`src/rtl/div_unit_pkg.sv`:
```
// Shared wire records and unit-local state for the execute-stage divider.
// Operand width, request/response records and the divider's register record live here.
package div_unit_pkg;

    localparam int XLEN = 32;
    localparam int CNTW = 5;

    typedef struct packed {
        logic div;
        logic divu;
        logic rem;
        logic remu;
    } div_operation_type;

    typedef struct packed {
        logic [XLEN-1:0]   rdata1;
        logic [XLEN-1:0]   rdata2;
        logic              enable;
        div_operation_type div_op;
    } div_in_type;

    typedef struct packed {
        logic [XLEN-1:0] result;
        logic            ready;
    } div_out_type;

    localparam logic [1:0] DIV_IDLE = 2'd0;
    localparam logic [1:0] DIV_BUSY = 2'd1;
    localparam logic [1:0] DIV_FIX  = 2'd2;

    // rem is one bit wider than the operands so the restoring compare never wraps
    typedef struct packed {
        logic [1:0]        state;
        div_operation_type op;
        logic              neg_q;
        logic              neg_r;
        logic              dbz;
        logic              ovf;
        logic [CNTW-1:0]   cnt;
        logic [XLEN:0]     rem;
        logic [XLEN-1:0]   quo;
        logic [XLEN-1:0]   dvs;
        logic [XLEN-1:0]   result;
        logic              ready;
    } div_reg_type;

    localparam div_reg_type init_div_reg = '0;

endpackage

```
`src/rtl/div_unit.sv`:
```
// Multi-cycle radix-2 restoring divider for RV32M DIV/DIVU/REM/REMU.
// Operands are latched at start; one quotient bit per cycle, then a sign-fix cycle.
module div_unit
    import div_unit_pkg::*;
(
    input  logic        clk,
    input  logic        rst,
    input  div_in_type  div_in,
    output div_out_type div_out
);

    localparam logic [XLEN-1:0] SMIN = {1'b1, {(XLEN-1){1'b0}}};

    div_reg_type r, rin;

    function automatic logic [XLEN-1:0] cond_neg(input logic [XLEN-1:0] x, input logic neg);
        return neg ? -x : x;
    endfunction

    always_comb begin
        div_reg_type            v;
        logic                   signed_op;
        logic signed [XLEN-1:0] a_s;
        logic signed [XLEN-1:0] b_s;
        logic                   neg_a;
        logic                   neg_b;
        logic                   dbz;
        logic                   ovf;
        logic [XLEN:0]          rem_sh;
        logic [XLEN-1:0]        quo_sh;
        logic [XLEN-1:0]        q_fix;
        logic [XLEN-1:0]        r_fix;

        v         = r;
        signed_op = div_in.div_op.div | div_in.div_op.rem;
        a_s       = signed'(div_in.rdata1);
        b_s       = signed'(div_in.rdata2);
        neg_a     = signed_op && (a_s < 0);
        neg_b     = signed_op && (b_s < 0);
        dbz       = (div_in.rdata2 == '0);
        ovf       = signed_op && (div_in.rdata1 == SMIN) && (div_in.rdata2 == '1);
        rem_sh    = '0;
        quo_sh    = '0;
        q_fix     = '0;
        r_fix     = '0;

        case (r.state)
            DIV_IDLE: begin
                v.ready = 1'b0;
                // A still-high enable during the ready cycle belongs to the finished op
                if (div_in.enable && !r.ready) begin
                    v.op    = div_in.div_op;
                    v.neg_q = neg_a ^ neg_b;
                    v.neg_r = neg_a;
                    v.dbz   = dbz;
                    v.ovf   = ovf;
                    v.rem   = '0;
                    // Special cases keep the raw dividend: it is the remainder (div by 0) or the quotient (overflow)
                    v.quo   = (dbz || ovf) ? div_in.rdata1 : cond_neg(div_in.rdata1, neg_a);
                    v.dvs   = cond_neg(div_in.rdata2, neg_b);
                    v.cnt   = CNTW'(XLEN - 1);
                    v.state = (dbz || ovf) ? DIV_FIX : DIV_BUSY;
                end
            end
            DIV_BUSY: begin
                if (!div_in.enable) begin
                    v.state = DIV_IDLE;
                    v.ready = 1'b0;
                end else begin
                    rem_sh = (r.rem << 1) | {{XLEN{1'b0}}, r.quo[XLEN-1]};
                    quo_sh = {r.quo[XLEN-2:0], 1'b0};
                    if (rem_sh >= {1'b0, r.dvs}) begin
                        rem_sh    = rem_sh - {1'b0, r.dvs};
                        quo_sh[0] = 1'b1;
                    end
                    v.rem = rem_sh;
                    v.quo = quo_sh;
                    v.cnt = r.cnt - CNTW'(1);
                    if (r.cnt == '0) v.state = DIV_FIX;
                end
            end
            DIV_FIX: begin
                v.state = DIV_IDLE;
                if (!div_in.enable) begin
                    v.ready = 1'b0;
                end else begin
                    q_fix = r.dbz ? '1 : (r.ovf ? r.quo : cond_neg(r.quo, r.neg_q));
                    r_fix = r.dbz ? r.quo : (r.ovf ? '0 : cond_neg(r.rem[XLEN-1:0], r.neg_r));
                    v.result = (r.op.div | r.op.divu) ? q_fix :
                               ((r.op.rem | r.op.remu) ? r_fix : '0);
                    v.ready  = 1'b1;
                end
            end
            default: begin
                v.state = DIV_IDLE;
                v.ready = 1'b0;
            end
        endcase

        rin = v;
    end

    always_ff @(posedge clk) begin
        if (!rst) r <= init_div_reg;
        else      r <= rin;
    end

    assign div_out.result = r.result;
    assign div_out.ready  = r.ready;

endmodule

```
`config.mk`:
```
export PLATFORM = sky130hd
export DESIGN_NAME = div_unit
export DESIGN_NICKNAME = d
export VERILOG_FILES = /design/src/rtl/div_unit_pkg.sv /design/src/rtl/div_unit.sv
export SDC_FILE = /design/constraint.sdc
export NUM_CORES = 1
export LEC_CHECK = 0
export CORE_UTILIZATION = 50
export DETAILED_ROUTE_END_ITERATION = 8
export GPL_TIMING_DRIVEN = 1
export HOLD_SLACK_MARGIN = 0.12
export PLACE_DENSITY = 0.81
export SYNTH_ARGS = -nofsm -noshare
export SYNTH_HDL_FRONTEND = slang
export SYNTH_SLANG_ARGS = --single-unit
```
`constraint.sdc`:
```
create_clock -name clk -period 7.5 [get_ports clk]
set_input_delay 1.5 -clock clk [delete_from_list [all_inputs] [get_ports clk]]
set_output_delay 1.5 -clock clk [all_outputs]
set_load 0.005 [all_outputs]
```
==> Word level (Yosys, flattened, before mapping) <==
Cells that the tools add are included.
{ "word_totals": {"reg_bits": 144, "in_bits": 71, "out_inout_bits": 33, "elab_cells": 75} }
{ "classes": {"addsub": 6, "magnitude_cmp": 3, "eq_ne": 8, "n_mux": 23, "n_bitwise": 5, "reduce_logical": 15} }
{ "op_table": {"columns": ["operator", "count"], "rows": [
  ["$mux W32", 11],
  ["$pmux W70 S2", 1],
  ["$neg A32 Y32", 4],
  ["$mux W112", 1],
  ["$mux W70", 1],
  ["$eq A32 B32 Y1 const B", 2],
  ["$lt A32 B1 Y1 const B", 2],
  ["$ge A33 B32 Y1", 1],
  ["$mux W33", 1],
  ["$or A33 B1 Y33", 1],
  ["$sub A33 B32 Y33", 1],
  ["$logic_not A32 Y1", 1],
  ["$mux W2", 3],
  ["$ne A2 B2 Y1 const B", 3],
  ["$reduce_and A2 Y1", 3],
  ["$logic_and A1 B1 Y1", 5],
  ["$logic_not A5 Y1", 1],
  ["$sub A5 B1 Y5 const B", 1],
  ["$pmux W2 S2", 1],
  ["$mux W1", 3],
  ["$ne A3 B3 Y1 const B", 1],
  ["$or A1 B1 Y1", 3],
  ["$reduce_and A3 Y1", 1],
  ["$eq A2 B1 Y1 const B", 1],
  ["7 further kinds", 7]
]} }

==> Logic depth before layout (Yosys ltp) <==
{ "logic_depth": {"ltp_word": 7, "mapped_depth": 13, "mapped_depth_nobuf": 12} }

==> Least setup slack after synthesis <==
OpenSTA, ideal clock, no wires.
{ "synth_timing": {"path_kind": "in2reg", "from": "input port div_in[43] in the netlist's numbering", "to": "register r[96] in the netlist's numbering", "setup_time_ps": 95, "t_arrival_ps": 3647, "required_ps": 7405, "setup_slack_ps": 3758, "cell_stages": 9, "n_path_buf": 2, "cell_sequence": "or4_1 > nor4_4 > nand4_1 > o21ai_2 > nand2b_1 > buf_2 > buf_4 > o211ai_1 > a221oi_1"} }
{ "synth_via": {"elab_chain_cells": 7, "elab_cells_between_ends": 11, "classes_between": "1 x add/sub; 1 x order compare; 1 x eq/ne; 4 x mux; 4 x reduce/logical"} }
{ "synth_rtl": {"columns": ["element", "line", "rtl"], "rows": [
  ["from (decl)", "div_unit.sv:8", "input div_in_type div_in,"],
  ["branches (longest 4 deep; another with $lt A32 B1 Y1)", null, null],
  ["$mux W32 (*)", "div_unit.sv:59", "v.quo = (dbz || ovf) ? div_in.rdata1 : cond_neg(div_in.rdata1, neg_a);"],
  ["$mux W112 (*)", "div_unit.sv:51", "if (div_in.enable && !r.ready) begin"],
  ["$pmux W70 S2 (*)", "div_unit.sv:47", "case (r.state)"],
  ["to (signal assigned)", "div_unit.sv:104", "if (!rst) r <= init_div_reg;"],
  ["to (signal assigned)", "div_unit.sv:105", "else r <= rin;"],
  ["to (decl)", "div_unit.sv:14", "div_reg_type r, rin;"]
]} }
Mark *: on every way between the ends. The select of a mux whose other input is x is not followed.
A chain may end at the register's enable or synchronous reset.

==> Worst setup path in the final report <==
{ "layout_timing": {"from": "input port div_in[29] in the netlist's numbering", "to": "register r[84] in the netlist's numbering"} }
{ "layout_via": {"elab_chain_cells": 6, "elab_cells_between_ends": 7, "classes_between": "1 x eq/ne; 3 x mux; 3 x reduce/logical"} }
{ "layout_rtl": {"columns": ["element", "line", "rtl"], "rows": [
  ["$eq A32 B32 Y1", "div_unit.sv:41", "ovf = signed_op && (div_in.rdata1 == SMIN) && (div_in.rdata2 == '1);"],
  ["$logic_and A1 B1 Y1", "div_unit.sv:41", null],
  ["$logic_or A1 B1 Y1 (*)", "div_unit.sv:59", null],
  ["$mux W32 (*)", "div_unit.sv:59", null],
  ["$mux W112 (*)", "div_unit.sv:51", null],
  ["$pmux W70 S2 (*)", "div_unit.sv:47", null]
]} }
Mark *: on every way between the ends. The rest lies on a longest branch, timed or not. The select of a mux whose other input is x is not followed.

==> impl_metrics.csv <==
group,metric,value,unit
cts,cts.sinks,144,
routing,wl,31600,um
routing,post_drt_wl_per_cell,18.2,um
yosys,yosys.area.top_type,"dfxtp_1",
pwr,ir_drop,0.104,mV
cts,ctsHoldBuffers,0,
min_path,min_from,"r[64]",
pwr,p_seq_share,39.1,%
yosys,yosysTopAreaCellShare,26.3,%
yosys,ys_seq_area_share,26.3,%
yosys,synthSimpleGateAreaFrac,17.6,%
cells_and_area,seq_area,2880,um^2
floorplan,die_x,150,um
cells_and_area,n_fill_cell,1946,
min_path,hold_path.class,"reg2reg",
pwr,p_leak,4.70,nW
pwr,swShare,32.3,%
yosys,synth_area,11000,um^2
floorplan,start_util,51.6,%
cts,cts_root_buf,"clkbuf_16",
floorplan,num_rows,53,
grt,grt_antenna_before_repair,0,
placed_design,io_buffers,103,
routing,route.detailed.drc,0,
cells_and_area,synthToLayoutAreaGrowth,12.4,%
yosys,synth_ff_type,"dfxtp_1",
cells_and_area,drive_above_1_share,4.92,%
timing,tns,0,ns
grt,grt_max_degree,71,
cts,htree_levels,4,
routing,viasPerCell,6.38,
floorplan,core,21300,um^2
yosys,synth_top_family_by_area,"compound AO/OA/AOI/OAI gates",
worst_setup_path,worstSetupPathType,"in2reg",
worst_setup_path,reg2reg_from,"r[96]",
cells_and_area,fin_nets,1562,
yosys,synth_cells,1455,
yosys,synth_seq_cells,144,
yosys,synth_fp_nets,1566,
grt,grt_usage,28.3,%
placed_design,post-place-ws,2.63,ns
timing,tightest_slew,1.22,ns
yosys,synth_compound_area_share,30.8,%
yosys,yosysUniqueCellTypes,78,
pwr,intPower,1.52,mW
timing,skew,0.0131,ns
yosys,yosys.area_share.xor_xnor,10.5,%
job,drv_cap,0,
cts,clkLatencyLatePin,0.44,ns
grt,grt_pass1_vias,10100,
cts,cts_tree,"yes",
grt,overflow,0,
cells_and_area,diodes,0,
yosys,synth_mux_area_share,1.66,%
cts,cts_made_buffers,17,
yosys,yosys_warnings,0,
pwr,clock_power_share,38.4,%
grt,met2_usage,44.6,%
cts,cts.clk_slew.worst_paths,0.07,ns
timing,fmax,220,MHz
cells_and_area,fin_area,12300,um^2
worst_setup_path,worstSetupEndpointType,"register",
cts,cts_setup_buffers,0,
grt,grt_pass1_wl,51200,um
placed_design,dp_hpwl,22600,um
placed_design,gp_congestion,0.992,
timing,drv_slew,0,
grt,grt_use_met3,5.70,%
yosys,synth-edff-count,0,
timing,hold_viol_final,0,
floorplan,die-area,22500,um^2
timing,rsz0062_at_grt,"false",
timing,fin_ws,2.95,ns
timing,min_period_over_period,60.7,%
pwr,power.switching,725,uW
worst_setup_path,required,7.82,ns
worst_setup_path,arrival,4.87,ns
worst_setup_path,path_max_fanout,17,
timing,relSlewSlack,18.4,%
timing,setup_viol,0,
routing,route.vias.total,11100,
yosys,synth_adder_area_share,4.63,%
pwr,p_per_area,182,nW/um^2
yosys,synth_area_leaders,"dfxtp_1 (26%), a21oi_1 (7.3%), o21ai_0 (6.0%), xnor2_1 (5.7%), xor2_1 (4.8%)",
grt,top_usage_layer,"met2",
timing,fin_crit,4.55,ns
pwr,combPwrFrac,22.5,%
yosys,async_reset_ff_share,0,%
placed_design,place_area,11700,um^2
grt,grt_util_met1,36.4,%
run_status,outcome,"finished clean",
yosys,avgSynthCellArea,7.54,um^2
routing,ant_nets,0,
cts,clk_path_buf_depth,2,
routing,drt-initial-drc-count,1234,
floorplan,die_y,150,um
floorplan,pin_count,104,
routing,firstDrtPassIters,6,
worst_setup_path,critPathLaunchType,"primary input",
cts,cts_resized,0,
worst_setup_path,setup.worst_path.start,"div_in[29]",
cells_and_area,multiInputGateArea,7170,um^2
==> metal layers <==
layer  vias up  wire, um
met4         0      1230
met3        98      2660
met5         -         0
met1      5099     13500
li1       5330         -
met2       565     14200
==> layout make-up <==
cell class | count | area share (%)
tap | 275 | 2.79
inverter | 60 | 1.83
timing repair buffer | 115 | 9.05
sequential | 144 | 23.4
clock inverter | 13 | 1.25
multi-input combinational | 1113 | 58.1
clock buffer | 19 | 3.59
==> power groups by stage <==
stage | combinational, mW | clock, mW | sequential (mW)
after detailed placement | 0.490 | 0 | 0.891
final | 0.504 | 0.863 | 0.878
after floorplan | 0.384 | 0 | 0.849
after global routing | 0.555 | 0.900 | 0.882
after CTS | 0.495 | 0.867 | 0.874
after global placement | 0.479 | 0 | 0.888
==> cell families (layout without fill, tap and decap cells) <==
logic type,after synthesis,in the layout
simple gates,393,393
compound gates,531,531
flops,144,144
buf+inv,198,207
xor+xnor,131,131
mux,18,18
fa+ha+maj,40,40
==> sequential cells by signal, summed over array words and instances (netlist names) <==
register / count
r: 111
div_out: 33
==> cells in the mapped netlist, types with 32 or more instances <==
library cell / instances
ha_1: 39
xnor2_1: 71
clkbuf_1: 85
inv_1: 59
o221ai_1: 33
o21ai_0: 132
nand2_1: 105
dfxtp_1: 144
nor2_1: 112
buf_4: 37
a211oi_1: 37
nor3_1: 32
a21oi_1: 161
xor2_1: 60
==> stage by stage <==
stage               total power, mW  util [%]  hold slack [ns]  cells
finish                         2.25      57.9            0.457   1739
detailed placement             1.38      55.1            0.452   1707
CTS                            2.24      57.9            0.459   1739
global route                   2.34      57.9            0.485   1739
floorplan                      1.23         -            0.432   1455
global placement               1.37      55.1            0.447   1707
==> path summary, 6_finish.rpt <==
check	to	slack, ns	cells past startpoint
worst min-delay path	r[64]	0.46	2
worst min register to register	r[64]	0.46	2
worst max register to register	r[123]	3.83	12
worst max-delay path	r[84]	2.95	9
==> worst max-delay path: stages <==
cell and delay [ns]:
clkdlybuf4s50_1 0.50, or4_1 0.62, or4_1 0.52, nand4bb_1 0.41, o21ai_2 0.23, nand2b_1 0.62
nor2_1 0.16, xnor2_1 0.21, a21oi_1 0.09
==> cell usage in the layout, fill, tap and decap left out, drive strengths merged, types with 6 or more instances in the layout <==
cell	Yosys	routed
a211oi	37	37
a21o	11	11
a21oi	161	161
a221oi	14	14
a22oi	6	6
a311oi	6	6
a31oi	21	21
a32oi	14	14
and2	6	6
and3	12	12
buf	49	13
clkbuf	88	19
clkdlybuf4s50	0	102
dfxtp	144	144
ha	39	39
inv	60	64
mux2i	16	16
nand2	105	105
nand2b	15	15
nand3	18	18
nand4	17	17
nor2	112	112
nor2b	8	8
nor3	33	33
nor4	13	13
o211ai	7	7
o21a	8	8
o21ai	135	135
o221ai	33	33
o22ai	9	9
o31ai	23	23
o41ai	17	17
or2	6	6
or3	21	21
or4	18	18
xnor2	71	71
xor2	60	60
No activity file was read; power rests on OpenSTA's default activity.
